$ cat src/rtl/rxuart.sv
// ---------------------------------------------------------------------------
// rxuart - 8N1 UART receiver, receive-side partner of the board UART TX.
//
// Samples the asynchronous serial line at i_clk, deframes LSB-first bytes and
// holds each byte until a slow consumer acknowledges it. Framing errors (stop
// bit low) and overruns (new byte while the previous one is still pending)
// are reported as sticky flags cleared by i_ack.
//
// Ports:
//   i_clk        system clock (25 MHz on ULX3S)
//   i_rst_n      asynchronous active-low reset
//   i_uart_rx    serial line, idle high, asynchronous to i_clk
//   i_ack        consumer acknowledge (level, sampled every i_clk)
//   o_data       last good byte received
//   o_valid      o_data holds an unacknowledged byte
//   o_frame_err  sticky: stop bit sampled low
//   o_overrun    sticky: byte completed while o_valid was already set
//   o_busy       receiver is not idle
//
// States:
//   S_IDLE  | line idle, waiting for rx_s low (start edge)
//   S_START | half-bit wait, then confirm start bit still low
//   S_DATA  | sample 8 data bits at bit centres, LSB first
//   S_STOP  | sample stop bit; publish byte or flag framing error
//   S_BREAK | line held low after a framing error; wait for high
// ---------------------------------------------------------------------------
module rxuart #(
  parameter logic [23:0] CLOCKS_PER_BAUD = 24'd2604
) (
  input  logic       i_clk,
  input  logic       i_rst_n,
  input  logic       i_uart_rx,
  input  logic       i_ack,
  output logic [7:0] o_data,
  output logic       o_valid,
  output logic       o_frame_err,
  output logic       o_overrun,
  output logic       o_busy
);

  localparam logic [23:0] HALF_BAUD_M1 = (CLOCKS_PER_BAUD >> 1) - 24'd1;
  localparam logic [23:0] FULL_BAUD_M1 = CLOCKS_PER_BAUD - 24'd1;

  typedef enum logic [2:0] {
    S_IDLE  = 3'd0,
    S_START = 3'd1,
    S_DATA  = 3'd2,
    S_STOP  = 3'd3,
    S_BREAK = 3'd4
  } state_t;

  state_t      state;
  logic        rx_meta;
  logic        rx_s;
  logic [23:0] baud_cnt;
  logic [2:0]  bit_cnt;
  logic [7:0]  shift;
  logic        baud_done;

  // Two-flop synchroniser; flops reset to the idle (high) line level so that
  // reset release never looks like a start edge.
  always_ff @(posedge i_clk or negedge i_rst_n) begin
    if (!i_rst_n) begin
      rx_meta <= 1'b1;
      rx_s    <= 1'b1;
    end else begin
      rx_meta <= i_uart_rx;
      rx_s    <= rx_meta;
    end
  end

  assign baud_done = (baud_cnt == 24'd0);

  always_ff @(posedge i_clk or negedge i_rst_n) begin
    if (!i_rst_n) begin
      state       <= S_IDLE;
      baud_cnt    <= 24'd0;
      bit_cnt     <= 3'd0;
      shift       <= 8'd0;
      o_data      <= 8'd0;
      o_valid     <= 1'b0;
      o_frame_err <= 1'b0;
      o_overrun   <= 1'b0;
      o_busy      <= 1'b0;
    end else begin
      // Acknowledge clears the flags; the state machine below may override
      // these on the same edge (new byte or new framing error wins).
      if (i_ack) begin
        o_valid     <= 1'b0;
        o_frame_err <= 1'b0;
        o_overrun   <= 1'b0;
      end

      case (state)
        S_IDLE: begin
          if (!rx_s) begin
            baud_cnt <= HALF_BAUD_M1;
            state    <= S_START;
            o_busy   <= 1'b1;
          end
        end

        S_START: begin
          if (baud_done) begin
            if (!rx_s) begin
              baud_cnt <= FULL_BAUD_M1;
              bit_cnt  <= 3'd0;
              state    <= S_DATA;
            end else begin
              // Start bit did not survive to mid-bit: treat as a glitch.
              state  <= S_IDLE;
              o_busy <= 1'b0;
            end
          end else begin
            baud_cnt <= baud_cnt - 24'd1;
          end
        end

        S_DATA: begin
          if (baud_done) begin
            shift    <= {rx_s, shift[7:1]};
            baud_cnt <= FULL_BAUD_M1;
            if (bit_cnt == 3'd7) begin
              state <= S_STOP;
            end else begin
              bit_cnt <= bit_cnt + 3'd1;
            end
          end else begin
            baud_cnt <= baud_cnt - 24'd1;
          end
        end

        S_STOP: begin
          if (baud_done) begin
            if (rx_s) begin
              o_data  <= shift;
              o_valid <= 1'b1;
              // Overrun only if the previous byte is still pending and is not
              // being acknowledged on this very edge.
              if (o_valid && !i_ack) begin
                o_overrun <= 1'b1;
              end
              state  <= S_IDLE;
              o_busy <= 1'b0;
            end else begin
              o_frame_err <= 1'b1;
              state       <= S_BREAK;
            end
          end else begin
            baud_cnt <= baud_cnt - 24'd1;
          end
        end

        S_BREAK: begin
          // Holding here keeps a break condition from producing a stream of
          // bogus all-zero frames and repeated framing errors.
          if (rx_s) begin
            state  <= S_IDLE;
            o_busy <= 1'b0;
          end
        end

        default: begin
          state  <= S_IDLE;
          o_busy <= 1'b0;
        end
      endcase
    end
  end

endmodule

$ cat config.mk
export PLATFORM = sky130hd
export DESIGN_NAME = rxuart
export DESIGN_NICKNAME = d
export VERILOG_FILES = /design/src/rtl/rxuart.sv
export SDC_FILE = /design/constraint.sdc
export NUM_CORES = 1
export LEC_CHECK = 0
export BUFFER_PORTS_ARGS = -buffer_cell sky130_fd_sc_hd__buf_2
export CORE_MARGIN = 2
export CORE_UTILIZATION = 55
export CTS_BUF_LIST = sky130_fd_sc_hd__clkbuf_8
export CTS_CLUSTER_SIZE = 14
export DETAILED_ROUTE_END_ITERATION = 16
export PLACE_DENSITY = 0.81
export SLEW_MARGIN = 20
export SYNTH_ARGS = -nofsm -noshare
export SYNTH_HDL_FRONTEND = slang
export SYNTH_SLANG_ARGS = --single-unit
export TNS_END_PERCENT = 30
$ cat constraint.sdc
create_clock -name i_clk -period 6.2 [get_ports i_clk]
set_clock_uncertainty 0.05 [all_clocks]
set_input_delay 0.62 -clock i_clk [delete_from_list [all_inputs] [get_ports i_clk]]
set_output_delay 0.62 -clock i_clk [all_outputs]
set_load 0.1 [all_outputs]
# Word-level counts from Yosys, hierarchy flattened
# Cells that the tools add are included.
[totals] inputBits=4 output_inout_bits=12 regBits=52
[classes] n_mux=37 addsub=2 bitwise_logic=1 eq_ne=16 n_reduce_logical=13
[ops] cell="two-way mux 24 bit" count=5
[ops] cell="one-hot mux 24 bit (4 select lines)" count=1
[ops] cell="two-way mux 3 bit" count=11
[ops] cell="zero test 24 bit" count=1
[ops] cell="subtractor 24 x 1 -> 24 bit (second input constant)" count=1
[ops] cell="inequality test 2 bit (second input constant)" count=9
[ops] cell="two-way mux 1 bit" count=16
[ops] cell="one-hot mux 3 bit (5 select lines)" count=1
[ops] cell="== test 3 x 2 -> 1 bit (second input constant)" count=2
[ops] cell="== test 3 bit (second input constant)" count=2
[ops] cell="one-hot mux 3 bit (2 select lines)" count=1
[ops] cell="AND reduction 3 bit" count=2
[ops] cell="AND reduction 6 bit" count=1
[ops] cell="AND reduction 5 bit" count=1
[ops] cell="one-hot mux 1 bit (4 select lines)" count=1
[ops] cell="AND reduction 4 bit" count=1
[ops] cell="nonzero test 4 bit" count=1
[ops] cell="adder 3 x 1 -> 3 bit (second input constant)" count=1
[ops] cell="== test 3 x 1 -> 1 bit (second input constant)" count=1
[ops] cell="zero test 3 bit" count=1
[ops] cell="inequality test 3 bit (second input constant)" count=1
[ops] cell="two-way mux 2 bit" count=1
[ops] cell="inequality test 2 x 1 -> 1 bit (second input constant)" count=1
[ops] cell="AND reduction 2 bit" count=1
[ops] cell="other kinds (5)" count=5

# Logic depth before layout (Yosys ltp)
[logic_depth] ltp_word=6 mapped_depth=9 mapped_depth_nobuf=8

# Worst setup path before layout
# OpenSTA, ideal clock, no wires.
[synth_path] kind="reg-to-reg" startpoint="register baud_cnt[0]" endpoint="register baud_cnt[11]" required_time_ps=6024 n_path_buf=0 arrival_time_ps=2238 setup_ps=126 path_slack_ps=3786 stages_incl_launch_ff=9 path_cell_list="dfrtp_1 inv_1 ha_1 or4b_4 nor4b_4 nand4_2 o31ai_4 nor2_1 o32a_1"
[synth_between] elab_chain_len=3 elab_cells_between_ends=9 cone_classes="1 x add/sub; 2 x eq/ne; 4 x mux; 2 x reduce/logical"
[synth_rtl] item="start, declared" line_no="55" rtl="logic [23:0] baud_cnt;"
[synth_rtl] item="start signal, assigned" line_no="115" rtl="baud_cnt <= baud_cnt - 24'd1;"
[synth_rtl] item="start signal, assigned" line_no="129" rtl="baud_cnt <= baud_cnt - 24'd1;"
[synth_rtl] item="start signal, assigned" line_no="150" rtl="baud_cnt <= baud_cnt - 24'd1;"
[synth_rtl] item="subtractor 24 x 1 -> 24 bit / zero test 24 bit (equally long branches)"
[synth_rtl] item="two-way mux 24 bit (tied with other cells)" line_no="134" rtl="if (baud_done) begin"
[synth_rtl] item="one-hot mux 24 bit (4 select lines) / AND reduction 4 bit (equally long branches)"
# Parallel ways exist; a longest one is shown, timed or not. The select of a mux whose other input is x is not followed.
# A chain may end at the register's enable or synchronous reset.

# Worst setup path in the final report
[layout_path] startpoint="register baud_cnt[0]" endpoint="register bit_cnt[0]"
[layout_between] elab_chain_len=3 elab_cells_between_ends=4 cone_classes="2 x eq/ne; 2 x reduce/logical"
[layout_rtl] item="zero test 24 bit *" line_no="72" rtl="assign baud_done = (baud_cnt == 24'd0);"
[layout_rtl] item="inequality test 2 bit (no line)"
[layout_rtl] item="AND reduction 5 bit (no line) *"
[layout_rtl] item="end signal, assigned" line_no="126" rtl="bit_cnt <= bit_cnt + 3'd1;"
[layout_rtl] item="end, declared" line_no="56" rtl="logic [2:0] bit_cnt;"
# Mark *: on every way between the ends. The rest lies on a longest branch, timed or not.

==> results.sh <==
export IMPL_layout_worst_path_cycle_share_pct=49.2
export IMPL_drt_antenna_violating_nets=0
export IMPL_cts_setup_buffers=0
export IMPL_synthFlopType="dfrtp_1"
export IMPL_hpwl_mm=4.13
export IMPL_p_switching_w=0.000127
export IMPL_cts_htree_levels=2
export IMPL_cts_sinks=52
export IMPL_p_clk_share_pct=35.6
export IMPL_grt_max_degree=53
export IMPL_holdWs_ns=0.264
export IMPL_die_h_um=75.6
export IMPL_min_period_ns=3.05
export IMPL_cap_violations=0
export IMPL_cp_top_family="simple AND/OR/NAND/NOR gates"
export IMPL_via_count=2141
export IMPL_p_comb_share_pct=2.2
export IMPL_cp_end_kind="flop"
export IMPL_hp_class="in -> async"
export IMPL_clock_path_buffers=2
export IMPL_grt_overflow=0
export IMPL_clkLatencyLatePin_ns=0.31
export IMPL_async_flop_share_pct=100
export IMPL_max_stage_delay_ns=0.65
export IMPL_syn_area_mm2=0.00282
export IMPL_clockRootBuffer="clkbuf_8"
export IMPL_design_area_mm2=0.00302
export IMPL_cts_hold_buf=0
export IMPL_powerDensity_mw_per_mm2=182
export IMPL_power_frac_seq_pct=62.1
export IMPL_synth_edff_count=0
export IMPL_slew_headroom_pct=39.3
export IMPL_rsz0062_at_grt="false"
export IMPL_syn_nets=279
export IMPL_routed_wl_mm=5.74
export IMPL_rows=26
export IMPL_fillCellCount=408
export IMPL_multi_input_area_mm2=0.00141
export IMPL_p_leak_nw=1.38
export IMPL_avgRoutedWirePerCell_um=16.2
export IMPL_cp_arrival_ns=3.26
export IMPL_critPathBufInv=1
export IMPL_worstPathRequired_ns=6.41
export IMPL_routabilityCongestion=0.891
export IMPL_die_w_um=75.6
export IMPL_antenna_cells=0
export IMPL_place_area_mm2=0.00292
export IMPL_yosysWarnings=0
export IMPL_grtUsageTotal_pct=23.3
export IMPL_core_area_mm2=0.00504
export IMPL_ff2ff_setup_slack_ns=3.15
export IMPL_tightestPinTransition_ns=0.885
export IMPL_finalHoldViolations=0
export IMPL_syn2layout_area_growth_pct=6.87
export IMPL_cts_clk_slew_worst_paths_ns=0.10
export IMPL_crit_chain="inv_1 -> ha_1 -> or4b_4 -> nor4b_4 -> nand4_1 -> or3_1 -> nand2_1"
export IMPL_critPathKind="reg -> reg"
export IMPL_post_cts_resized=0
export IMPL_p_int_w=0.000422
export IMPL_max_freq_mhz=328
export IMPL_io_pins=16
export IMPL_power_w=0.000549
export IMPL_fin_tns_setup_ns=0
export IMPL_cts_buffers=5
export IMPL_ir_drop_v=0.000118
export IMPL_antenna_found_initial=0
export IMPL_ys_seq_area_share_pct=46.2
export IMPL_cts_tree="yes"
export IMPL_portBuffers=15
export IMPL_crit_fanout=11
export IMPL_synth_cell_type_count=64
export IMPL_grt_pass1_wl_mm=10.1
export IMPL_die_area_mm2=0.00572
export IMPL_drt_iter0_markers=117
export IMPL_synth_seq_cells=52
export IMPL_cpMaxStageDelayCell="nand4_1"
export IMPL_slew_violations=0
export IMPL_synthCells=271
export IMPL_grt_pass1_vias=2098
export IMPL_nets=292
export IMPL_startpoint_type="flop"
export IMPL_setup_viol=0
export IMPL_swShare_pct=23.1
export IMPL_avgViaCountPerCell=6.03
export IMPL_synth_area_per_cell_um2=10.4
export IMPL_regArea_mm2=0.00130
export IMPL_start_util_pct=56.0
export IMPL_drcViolationCount=0
export IMPL_status="finished, final reports clean"
export IMPL_first_pass_iters=4
export IMPL_drive_above_1_share_pct=17.9
through the flow:
step                worst slack [ns]  util, %  cells
floorplan                       3.79        -    271
global placement                3.34     58.0    347
detailed placement              3.21     58.0    347
CTS                             3.18     59.8    355
global route                    3.03     59.8    355
finish                          3.15     59.8    355
path summary, 6_finish.rpt:
| kind | from | cells after the start | to |
|---|---|---|---|
| setup / recovery | baud_cnt[0] | 7 | bit_cnt[0] |
| hold / removal | i_rst_n | 1 | o_busy |
| setup reg to reg | baud_cnt[0] | 7 | bit_cnt[0] |
| hold reg to reg | rx_meta | 0 | rx_s |
| max in group asynchronous | i_rst_n | 1 | baud_cnt[9] |
| min in group i_clk | rx_meta | 0 | rx_s |
Yosys cell counts, types with 2 or more instances:
master | instances | area, um^2
dfrtp_1 | 50 | 1250
nor2_1 | 26 | 97.6
a21oi_1 | 17 | 85.1
o21ai_0 | 16 | 80.1
nand2_1 | 14 | 52.6
inv_1 | 13 | 48.8
mux2_4 | 8 | 120
nor4_1 | 8 | 50.1
or3_1 | 7 | 43.8
mux2_1 | 6 | 67.6
nor3_1 | 6 | 30.0
o31ai_1 | 6 | 45.0
o21ai_1 | 5 | 25.0
xor2_1 | 5 | 43.8
a31oi_1 | 4 | 25.0
ha_1 | 4 | 50.1
nand4_1 | 4 | 25.0
buf_2 | 3 | 15.0
mux2i_1 | 3 | 30.0
nand3_1 | 3 | 15.0
nor2_2 | 3 | 18.8
xnor2_1 | 3 | 26.3
a2111oi_0 | 2 | 17.5
a211oi_1 | 2 | 15.0
a22oi_1 | 2 | 15.0
and3_1 | 2 | 12.5
and4_1 | 2 | 17.5
clkbuf_1 | 2 | 7.51
clkbuf_8 | 2 | 27.5
dfstp_2 | 2 | 52.6
mux2_2 | 2 | 22.5
nor2b_1 | 2 | 12.5
nor3b_1 | 2 | 15.0
nor4_2 | 2 | 25.0
nor4b_4 | 2 | 47.6
o211ai_1 | 2 | 15.0
or2_2 | 2 | 12.5
state kept, by name, summed over array words and instances, names as in the netlist, 3 cells and up:
name	count
shift	8
o_data	8
baud_cnt	24
state	3
bit_cnt	3
cell type report:
cell class	instances	share of cell area, %
Timing Repair Buffer	15	2.57
Clock buffer	5	2.28
Tap cell	70	2.90
Multi-Input combinational cell	197	46.7
Inverter	13	1.62
Clock inverter	3	0.705
Sequential cell	52	43.2
cells by family after synthesis:
family | count (synthesis) | synth area share [%]
flip-flops | 52 | 46.2
XOR/XNOR | 8 | 2.48
AO/OA/AOI/OAI | 71 | 16.5
adder cells (fa/ha/maj) | 5 | 2.13
multiplexers | 19 | 8.51
buffers and inverters | 22 | 3.90
AND/OR/NAND/NOR | 94 | 20.2
power by group through the flow:
stage                     sequential (W)  combinational (W)  clock (W)
after floorplan                 0.000347         0.00000525          0
final                           0.000341          0.0000123   0.000196
after CTS                       0.000341          0.0000126   0.000201
after global placement          0.000348          0.0000125          0
after global routing            0.000341          0.0000145   0.000214
after detailed placement        0.000348          0.0000126          0
metal layers:
layer	up-vias	global-route usage [%]	wire length, um
met4	0	7.41	106
met5	-	0	0
met3	11	4.50	278
met1	1045	32.2	2650
met2	59	37.4	2710
li1	1026	-	-
cells in the final DEF, fill, tap and decap left out, types with 6 or more instances in the layout:
cell type / count
dfrtp_1: 50
nor2_1: 26
a21oi_1: 17
o21ai_0: 16
nand2_1: 14
buf_2: 14
inv_1: 13
nor4_1: 8
mux2_4: 8
or3_1: 7
nor3_1: 6
o31ai_1: 6
mux2_1: 6
(Power assumes the default switching activity.)
